$ cat config.mk
export PLATFORM = sky130hd
export DESIGN_NAME = fetch_unit_flat
export DESIGN_NICKNAME = d
export VERILOG_FILES = /design/src/rtl/fetch_unit_pkg.sv /design/src/rtl/fetch_unit_if.sv /design/src/rtl/fetch_unit_skid_buffer.sv /design/src/rtl/fetch_unit.sv /design/src/flat_wrapper.sv
export SDC_FILE = /design/constraint.sdc
export NUM_CORES = 1
export LEC_CHECK = 0
export CAP_MARGIN = 15
export CORE_UTILIZATION = 48
export CTS_BUF_LIST = sky130_fd_sc_hd__clkbuf_2
export CTS_CLUSTER_DIAMETER = 50
export DETAILED_ROUTE_END_ITERATION = 6
export HOLD_SLACK_MARGIN = 0.15
export PLACE_DENSITY_LB_ADDON = 0.08
export SYNTH_ARGS = -nofsm -noshare
export SYNTH_HDL_FRONTEND = slang
export SYNTH_SLANG_ARGS = --single-unit
$ cat constraint.sdc
create_clock -name clk -period 7.2 [get_ports clk]
set_input_delay 1.44 -clock clk [delete_from_list [all_inputs] [get_ports clk]]
set_output_delay 1.44 -clock clk [all_outputs]
set_load 0.05 [all_outputs]
$ cat src/rtl/fetch_unit_pkg.sv
// fetch_unit_pkg
//  Shared definitions for the instruction-fetch slice: reset PC default,
//  NOP encoding, PC step, the {pc, inst} entry carried by the skid buffer,
//  and a helper that word-aligns a byte PC.
package fetch_unit_pkg;

  localparam logic [31:0] DEFAULT_RESET_PC = 32'h0000_0000;
  localparam logic [31:0] NOP_INST         = 32'h0000_0013;
  localparam logic [31:0] PC_STEP          = 32'd4;

  // One buffered fetch result; pc sits in the upper half of the 64-bit word
  typedef struct packed {
    logic [31:0] pc;
    logic [31:0] inst;
  } fetchEntry_t;

  // Redirect targets may be misaligned; the low two bits are simply dropped
  function automatic logic [31:0] alignPc(input logic [31:0] pc);
    return {pc[31:2], 2'b00};
  endfunction

endpackage

$ cat src/rtl/fetch_unit_if.sv
// fetch_unit_if
//  Bundles the instruction-memory port, the redirect request from execute
//  and the valid/ready instruction handshake towards decode.
//  master : the fetch unit (drives imem_addr and the instruction outputs)
//  slave  : the environment (memory, execute and decode)
//  Signals:
//   imem_addr   word address to the memory (ADDR_BITS wide)
//   imem_data   memory read data, valid one cycle after the address
//   redirect    one-cycle pulse to restart fetch at redirect_pc
//   redirect_pc byte target of the redirect
//   inst_valid  inst_out/inst_pc hold a valid instruction
//   inst_ready  decode accepts the instruction this cycle
//   inst_out    instruction word
//   inst_pc     byte PC of inst_out
interface fetch_unit_if #(
  parameter int ADDR_BITS = 32
);

  logic [ADDR_BITS-1:0] imem_addr;
  logic [31:0]          imem_data;
  logic                 redirect;
  logic [31:0]          redirect_pc;
  logic                 inst_valid;
  logic                 inst_ready;
  logic [31:0]          inst_out;
  logic [31:0]          inst_pc;

  modport master (
    output imem_addr,
    input  imem_data,
    input  redirect,
    input  redirect_pc,
    output inst_valid,
    input  inst_ready,
    output inst_out,
    output inst_pc
  );

  modport slave (
    input  imem_addr,
    output imem_data,
    output redirect,
    output redirect_pc,
    input  inst_valid,
    output inst_ready,
    input  inst_out,
    input  inst_pc
  );

endinterface

$ cat src/rtl/fetch_unit_skid_buffer.sv
// fetch_skid_buffer
//  Small circular FIFO holding fetched {pc, inst} entries between the
//  memory response and decode. Head/tail pointers wrap modulo DEPTH.
//  Ports:
//   clk, rst  clock and synchronous active-high reset
//   i_push    write i_data at the tail
//   i_data    entry to write
//   i_pop     drop the head entry
//   i_flush   empty the FIFO (dominates push and pop)
//   o_count   number of valid entries
//   o_head    entry at the head (meaningful only when o_count != 0)
module fetch_skid_buffer #(
  parameter int WIDTH = 64,
  parameter int DEPTH = 2
) (
  input  logic                       clk,
  input  logic                       rst,
  input  logic                       i_push,
  input  logic [WIDTH-1:0]           i_data,
  input  logic                       i_pop,
  input  logic                       i_flush,
  output logic [$clog2(DEPTH+1)-1:0] o_count,
  output logic [WIDTH-1:0]           o_head
);

  localparam int PTR_W = $clog2(DEPTH);
  localparam int CNT_W = $clog2(DEPTH + 1);

  logic [WIDTH-1:0] r_mem [DEPTH];
  logic [PTR_W-1:0] r_head;
  logic [PTR_W-1:0] r_tail;
  logic [CNT_W-1:0] r_count;

  // Explicit wrap so non-power-of-two depths would still work
  function automatic logic [PTR_W-1:0] nextPtr(input logic [PTR_W-1:0] ptr);
    return (ptr == PTR_W'(DEPTH - 1)) ? '0 : ptr + 1'b1;
  endfunction

  // Pointer and occupancy bookkeeping; push+pop together keeps the count
  always_ff @(posedge clk) begin
    if (rst || i_flush) begin
      r_head  <= '0;
      r_tail  <= '0;
      r_count <= '0;
    end else begin
      if (i_push) begin
        r_tail <= nextPtr(r_tail);
      end
      if (i_pop) begin
        r_head <= nextPtr(r_head);
      end
      case ({i_push, i_pop})
        2'b10:   r_count <= r_count + 1'b1;
        2'b01:   r_count <= r_count - 1'b1;
        default: r_count <= r_count;
      endcase
    end
  end

  // Storage is left unreset; stale slots are never visible while count is 0
  always_ff @(posedge clk) begin
    if (i_push && !i_flush && !rst) begin
      r_mem[r_tail] <= i_data;
    end
  end

  assign o_count = r_count;
  assign o_head  = r_mem[r_head];

endmodule

$ cat src/rtl/fetch_unit.sv
// fetch_unit
//  Instruction-fetch stage. Owns the PC, drives the word address of a
//  memory with a one-cycle registered read, parks returned words in a skid
//  buffer and hands {pc, instruction} to decode over valid/ready.
//  Redirects from execute flush buffered and in-flight fetches.
//  Ports:
//   clk  rising-edge clock
//   rst  synchronous active-high reset
//   bus  fetch_unit_if.master (memory port, redirect, decode handshake)
//  Parameters:
//   RESET_PC   first byte PC fetched after reset
//   ADDR_BITS  memory word-address width
//   BUF_DEPTH  skid-buffer entries (2 or 4)
module fetch_unit
  import fetch_unit_pkg::*;
#(
  parameter logic [31:0] RESET_PC  = DEFAULT_RESET_PC,
  parameter int          ADDR_BITS = 32,
  parameter int          BUF_DEPTH = 2
) (
  input logic          clk,
  input logic          rst,
  fetch_unit_if.master bus
);

  localparam int CNT_W = $clog2(BUF_DEPTH + 1);

  logic [31:0]      r_pc;
  logic [31:0]      r_reqPc;
  logic             r_inflight;

  logic [CNT_W-1:0] w_count;
  logic [CNT_W:0]   w_occupancy;
  logic             w_valid;
  logic             w_deq;
  logic             w_issue;
  logic             w_push;
  logic [31:0]      w_issuePc;
  logic [31:0]      w_wordAddr;
  fetchEntry_t      w_pushEntry;
  fetchEntry_t      w_head;

  assign w_valid = (w_count != '0);
  assign w_deq   = w_valid & bus.inst_ready;

  // A redirect fetches its target this very cycle, bypassing pc_q
  assign w_issuePc     = bus.redirect ? alignPc(bus.redirect_pc) : r_pc;
  assign w_wordAddr    = {2'b00, w_issuePc[31:2]};
  assign bus.imem_addr = w_wordAddr[ADDR_BITS-1:0];

  // Only issue when the response is guaranteed a free buffer slot
  assign w_occupancy = {1'b0, w_count} + {{CNT_W{1'b0}}, r_inflight}
                     - {{CNT_W{1'b0}}, w_deq};
  assign w_issue     = bus.redirect || (w_occupancy < (CNT_W + 1)'(BUF_DEPTH));

  // The response landing in a redirect cycle belongs to the old stream
  assign w_push      = r_inflight & ~bus.redirect;
  assign w_pushEntry = '{pc: r_reqPc, inst: bus.imem_data};

  // PC, in-flight flag and the PC tag of the outstanding read
  always_ff @(posedge clk) begin
    if (rst) begin
      r_pc       <= RESET_PC;
      r_reqPc    <= '0;
      r_inflight <= 1'b0;
    end else begin
      r_inflight <= w_issue;
      if (w_issue) begin
        r_reqPc <= w_issuePc;
        r_pc    <= w_issuePc + PC_STEP;
      end
    end
  end

  fetch_skid_buffer #(
    .WIDTH ($bits(fetchEntry_t)),
    .DEPTH (BUF_DEPTH)
  ) u_buffer (
    .clk     (clk),
    .rst     (rst),
    .i_push  (w_push),
    .i_data  (w_pushEntry),
    .i_pop   (w_deq),
    .i_flush (bus.redirect),
    .o_count (w_count),
    .o_head  (w_head)
  );

  // Outputs read as zero whenever nothing valid is buffered
  assign bus.inst_valid = w_valid;
  assign bus.inst_out   = w_valid ? w_head.inst : '0;
  assign bus.inst_pc    = w_valid ? w_head.pc   : '0;

endmodule

$ cat src/flat_wrapper.sv
// flat-port wrapper written by rule: the top's interface ports become plain ports
module fetch_unit_flat import fetch_unit_pkg::*;
#(
  parameter logic [31:0] RESET_PC  = DEFAULT_RESET_PC,
  parameter int          ADDR_BITS = 32,
  parameter int          BUF_DEPTH = 2
)
  (clk, rst, bus_imem_addr, bus_imem_data, bus_redirect, bus_redirect_pc, bus_inst_valid, bus_inst_ready, bus_inst_out, bus_inst_pc);
  fetch_unit_if #(.ADDR_BITS(ADDR_BITS)) bus_i ();
  input logic clk;
  input logic rst;
  output wire logic [$bits(bus_i.imem_addr)-1:0] bus_imem_addr;
  input wire logic [$bits(bus_i.imem_data)-1:0] bus_imem_data;
  input wire logic [$bits(bus_i.redirect)-1:0] bus_redirect;
  input wire logic [$bits(bus_i.redirect_pc)-1:0] bus_redirect_pc;
  output wire logic [$bits(bus_i.inst_valid)-1:0] bus_inst_valid;
  input wire logic [$bits(bus_i.inst_ready)-1:0] bus_inst_ready;
  output wire logic [$bits(bus_i.inst_out)-1:0] bus_inst_out;
  output wire logic [$bits(bus_i.inst_pc)-1:0] bus_inst_pc;
  assign bus_imem_addr = bus_i.imem_addr;
  assign bus_i.imem_data = bus_imem_data;
  assign bus_i.redirect = bus_redirect;
  assign bus_i.redirect_pc = bus_redirect_pc;
  assign bus_inst_valid = bus_i.inst_valid;
  assign bus_i.inst_ready = bus_inst_ready;
  assign bus_inst_out = bus_i.inst_out;
  assign bus_inst_pc = bus_i.inst_pc;
  fetch_unit #(.RESET_PC(RESET_PC), .ADDR_BITS(ADDR_BITS), .BUF_DEPTH(BUF_DEPTH)) u_core (.clk(clk), .rst(rst), .bus(bus_i));
endmodule
## Yosys cells after proc, flatten, opt, wreduce, memory -nomap -nowiden

Memories as Yosys holds them, arrays and structs flattened. A register that Yosys moved wholly into a read port is not among the register bits.
Cells that the tools add are included.

- Register bits after elaboration: 69
- Bits in latches: 0
- Memory bits (writable): 128
- ROM bits: 0
- Input bits: 68
- Output and inout port bits: 97
- Word-level logic and storage cells: 38
- Memories: 1

- $add $sub $neg: 7
- Multiply operators: 0
- Div/mod/pow operators: 0
- Order comparisons: 1
- Eq/ne operators: 2
- Shift-type cells: 0
- Mux-type cells: 10
- Bitwise operators: 3
- Reduce and logical (&&, ||, !) cells: 8

Memories:

| memory | depth | bits a word | read ports | clocked after Yosys merged registers in | write ports | RTL line | RTL |
|---|---|---|---|---|---|---|---|
| u_core.u_buffer.r_mem | 2 | 64 | 1 | 1 | 1 | fetch_unit_skid_buffer.sv:29 | `logic [WIDTH-1:0] r_mem [DEPTH];` |

Operator list:

| operator | number |
|---|---|
| $mux 32 | 3 |
| $add 32x3->32 const B | 1 |
| $mux 1 | 6 |
| $pmux 2 s2 | 1 |
| $reduce_bool 2->1 | 2 |
| $add 2x1->3 | 1 |
| $lt 3x2->1 const B | 1 |
| $sub 3x1->3 | 1 |
| $add 1x1->1 const B | 2 |
| $add 2x1->2 const B | 1 |
| $and 1x1->1 | 2 |
| $eq 2x1->1 const B | 1 |
| $eq 2x2->1 const B | 1 |
| $logic_and 1x1->1 | 2 |
| $logic_not 1->1 | 2 |
| $logic_or 1x1->1 | 2 |
| $sub 2x1->2 const B | 1 |
| $not 1->1 | 1 |

## Depth between registers and ports, before layout

- Depth in word-level cells: 6
- Mapped depth: 13
- Mapped depth without buffers: 12

## Cells and area by module

From an unflattened synthesis, not the netlist that was laid out.

- Cell total of the unflattened synthesis: 733
- Area total of the unflattened synthesis: 8,941.1 um^2

By module, submodules not included:

| module | instances | cells each | area each (um^2) | seq. area each (um^2) |
|---|---|---|---|---|
| fetch_skid_buffer | 1 | 220 | 4,845.9 | 3,943.8 |
| fetch_unit | 1 | 513 | 4,095.2 | 1,221.2 |

## Worst setup path after synthesis

OpenSTA, ideal clock, no wires.

- Path type: input to register
- From: input bus_redirect
- To: memory u_core.u_buffer.r_mem[1][0], enable pin
- Library setup time: 0.571 ns
- Data arrival time: 6.852 ns
- Required time: 6.629 ns
- Setup slack: -0.223 ns
- Stages on the path: 6
- Path buffers: 4
- Cells stage by stage: buf_6 buf_2 buf_2 buf_1 nand2b_1 nor3b_1

- Longest elaborated chain between the ends: 6
- Elaborated cells on any way between the ends: 7
- Classes of those cells: mux (2); bitwise (2); reduce/logical (3)

RTL lines:

| element | RTL line | RTL |
|---|---|---|
| from (decl) | flat_wrapper.sv:14 | `input wire logic [$bits(bus_i.redirect)-1:0] bus_redirect;` |
| $not 1->1 | fetch_unit.sv:57 | `assign w_push = r_inflight & ~bus.redirect;` |
| $and 1x1->1 | fetch_unit.sv:57 |  |
| $logic_and 1x1->1 (*) (2 in a row) | fetch_unit_skid_buffer.sv:62 | `if (i_push && !i_flush && !rst) begin` |
| $mux 1 (*) | fetch_unit_skid_buffer.sv:62 |  |
| $mux 1 (not written as such) (*) | fetch_unit_skid_buffer.sv:63 | `r_mem[r_tail] <= i_data;` |
| to (decl) | fetch_unit_skid_buffer.sv:29 |  |

Every way passes the cells marked *; elsewhere a longest branch is shown, timed or not.

## Worst setup path after layout

- From: input bus_redirect
- To: output bus_imem_addr[13]

- Longest elaborated chain between the ends: 1

RTL lines:

| element | RTL line | RTL |
|---|---|---|
| $mux 32 | fetch_unit.sv:47 | `assign w_issuePc = bus.redirect ? alignPc(bus.redirect_pc) : r_pc;` |
| to (decl) | flat_wrapper.sv:12 | `output wire logic [$bits(bus_i.imem_addr)-1:0] bus_imem_addr;` |

Every way passes these cells.

==> metrics <==
hold path start u_core.r_pc[26]$_SDFFE_PP0P_; PwrDens about 220 nW/um^2; worst r2r path cells 12; CP Max Fanout 43; CTS root buffer clkbuf_2; Netlist Area Pre-Place 8290 um^2; H-tree depth 4; Synth Area per Inst between 10 and 15 um^2; crit path from bus_redirect; Die X-Extent 133 um; Core Box Area ~17000 um^2; Reg2Reg Setup Slack between 3000 and 4000 ps; drt first pass iters 5; Top Ports between 150 and 200; slew of the pin with the lowest slew margin ~1100 ps; DP HPWL roughly 12 mm; Peak Freq between 150 and 200 MHz; Fin Hold WS 479 ps; clk buf depth 2; FF+latch count, synth 190; Hold-fix buffers, CTS 0; Peak VDD IR 0.0945 mV; Clock Pin Slew Worst Setup and Hold Paths between 200 and 300 ps; TritonCTS clock tree yes; Final Hold Viols 0; worst skew pair latency about 750 ps; Seq/Total Area, Yosys roughly 61%; setup tns final 0 ps; gr ovfl total 0; GRT Total Usage between 20% and 30%; Buffers on Ports ~160; status finished clean; Via-to-Cell Ratio 5.41; max-slew violation count 0; # Max-Cap Violations 0; unrepaired setup endpoints after global routing no; startpoint types input port; Worst Path Class, Setup in -> out; Worst EP required between 5000 and 6000 ps; WP data arrival 3830 ps; Final min period approximately 5300 ps; crit end category output pin; routed wire length about 19 mm; worst hold endpoint u_core.r_pc[26]$_SDFFE_PP0P_; postcts setup bufs 0; Leak roughly 3.6 nW; area grow syn2layout 24.7%; post-route insts no fill about 1100; placed cell count around 1100; reg-to-reg endpoint u_core.r_pc[28]$_SDFFE_PP0P_; full die area 17800 um^2; CTS buffer count 17; Min-Delay Path Class reg -> reg; vias in the first global route between 5000 and 6000; Hold Path Depth 2; Fillers between 1000 and 1500; antenna violations before repair 1; # setup viols final 0; Initial Utilization about half; Final Skew ~44 ps; Place WS a little under 2000 ps; first-pass GRT wire length roughly 30 mm; Nets 934; CTS sink cnt 190; period utilization 73.2%; cell count after synthesis between 700 and 800; wire per inst between 15 and 20 um; share of layout cells above drive strength 1 between 6 and 7%; Yosys Warn Count 0; number of DRC markers in iteration 0 between 300 and 400; Vias between 5000 and 6000; routability cong. ~0.88; Yosys cell types 47; antenna viol nets, final 0; Slew HR roughly 25%; Post-route DRC 0; Die Ht around 130 um; Site Rows 47; post_cts resized 0; Reg-to-Reg Start u_core.u_buffer.o_count[1]$_SDFFE_PP0P_; largest net degree at the start of global routing 80; Worst Setup Slack, final about 1900 ps
-- cells in the mapped netlist, drive strengths merged --
master	n	area share, %
nand2	52	2.4
buf	17	1.2
xnor2	23	2.4
mux2	8	1.1
dfxtp	66	16
edfxtp	124	45
a211oi	29	2.6
a31o	1	0.11
nor4	9	0.75
nor2b	1	0.075
nor3b	9	0.81
xor2	1	0.11
nand3	21	1.3
o211ai	1	0.091
o22ai	1	0.075
nand4b	2	0.21
nor2	109	4.9
a211o	7	0.74
fa	1	0.24
clkbuf	30	1.4
o31ai	1	0.091
ha	3	0.45
o21ai	10	0.65
nand3b	10	1.1
a21boi	2	0.18
mux2i	82	9.9
conb	1	0.045
nor3	25	1.6
or2	1	0.075
a22oi	3	0.27
or3	1	0.075
a222oi	2	0.24
or4	1	0.091
o2111ai	1	0.11
nand2b	4	0.30
a21oi	21	1.3
inv	24	1.1
nand4	11	0.83
and2	5	0.38
-- worst max-delay path by stage --
stage | slack, ps | depth (start not counted) | end
5_1_grt | 1780 | 5 | bus_imem_addr[24]
2_1_floorplan | 100 | 6 | u_core.u_buffer.r_mem[0][0]$_DFFE_PP_
3_5_place_dp | 1960 | 5 | bus_imem_addr[18]
4_1_cts | 1950 | 5 | bus_imem_addr[18]
3_3_place_gp | 1990 | 5 | bus_imem_addr[18]
6_report | 1930 | 5 | bus_imem_addr[13]
-- sequential cells by signal (all words and copies together) (netlist names), named ones only --
register / flops
u_core.r_pc: 30
u_core.u_buffer.r_head: 1
u_core.r_reqPc: 30
u_core.u_buffer.r_tail: 1
u_core.u_buffer.o_count: 2
u_core.u_buffer.r_mem: 124
u_core.r_inflight: 1
-- per-stage QoR --
step	cell area, um^2	power [mW]	util, %
6_report	10300	2.24	61.9
3_3_place_gp	10000	1.63	60.1
2_1_floorplan	8310	1.50	-
4_1_cts	10300	2.26	61.9
3_5_place_dp	10000	1.64	60.1
5_1_grt	10300	2.33	61.9
-- placed cells by master (no fill, tap or decap), drive strengths merged, types with 5 or more instances in the layout --
cell type,instances
clkdlybuf4s50,156
edfxtp,124
nor2,109
mux2i,82
dfxtp,66
nand2,52
a211oi,29
inv,27
nor3,25
xnor2,23
a21oi,21
nand3,21
clkbuf,18
nand4,11
buf,11
o21ai,10
nand3b,10
nor3b,9
nor4,9
mux2,8
a211o,7
clkinv,6
and2,5
bufinv,5
-- power by group --
| part | internal [mW] | leakage [nW] | total [mW] | switching, mW |
|---|---|---|---|---|
| sequential | 1.21 | 1.69 | 1.25 | 0.0331 |
| combinational | 0.137 | 1.75 | 0.370 | 0.233 |
| clock | 0.266 | 0.181 | 0.626 | 0.359 |
| total | 1.62 | 3.61 | 2.24 | 0.625 |
-- cell type report --
cell class              count  area [um^2]  share of cell area (%)
clock inverters            14          213                    2.06
multi-input cells         462         2980                    28.9
well taps                 220          275                    2.66
repair buffers            167         1640                    15.8
inverters                  24         90.1                   0.871
clock buffers              18         90.1                   0.871
flip-flops and latches    190         5050                    48.8
diodes                      1         2.50                  0.0242
-- routing by layer --
layer / GRT usage, % / routed length [um] / vias to the layer above
li1: - / - / 2864
met1: 28.6 / 8320 / 2809
met2: 34.1 / 8900 / 234
met3: 4.53 / 1120 / 21
met4: 8.02 / 355 / 0
met5: 0 / 0 / -
-- critical path, stage by stage --
cell and delay, ps:
buf_2 590, buf_4 510, mux2i_1 410, inv_1 140, clkdlybuf4s50_1 720
-- logic make-up (layout without fill, tap and decap cells) --
logic type	count (synthesis)	count (layout)	synth area share [%]
other	1	5	0.0452
xor gates and xnor gates	24	24	2.53
AOI/OAI and AO/OA	79	79	6.44
and+or+nand+nor	261	261	14.8
DFF	190	190	60.8
buffers and inverters	71	223	3.64
muxes	90	90	11.0
adders and majority gates	4	4	0.694
(Power assumes the default switching activity.)
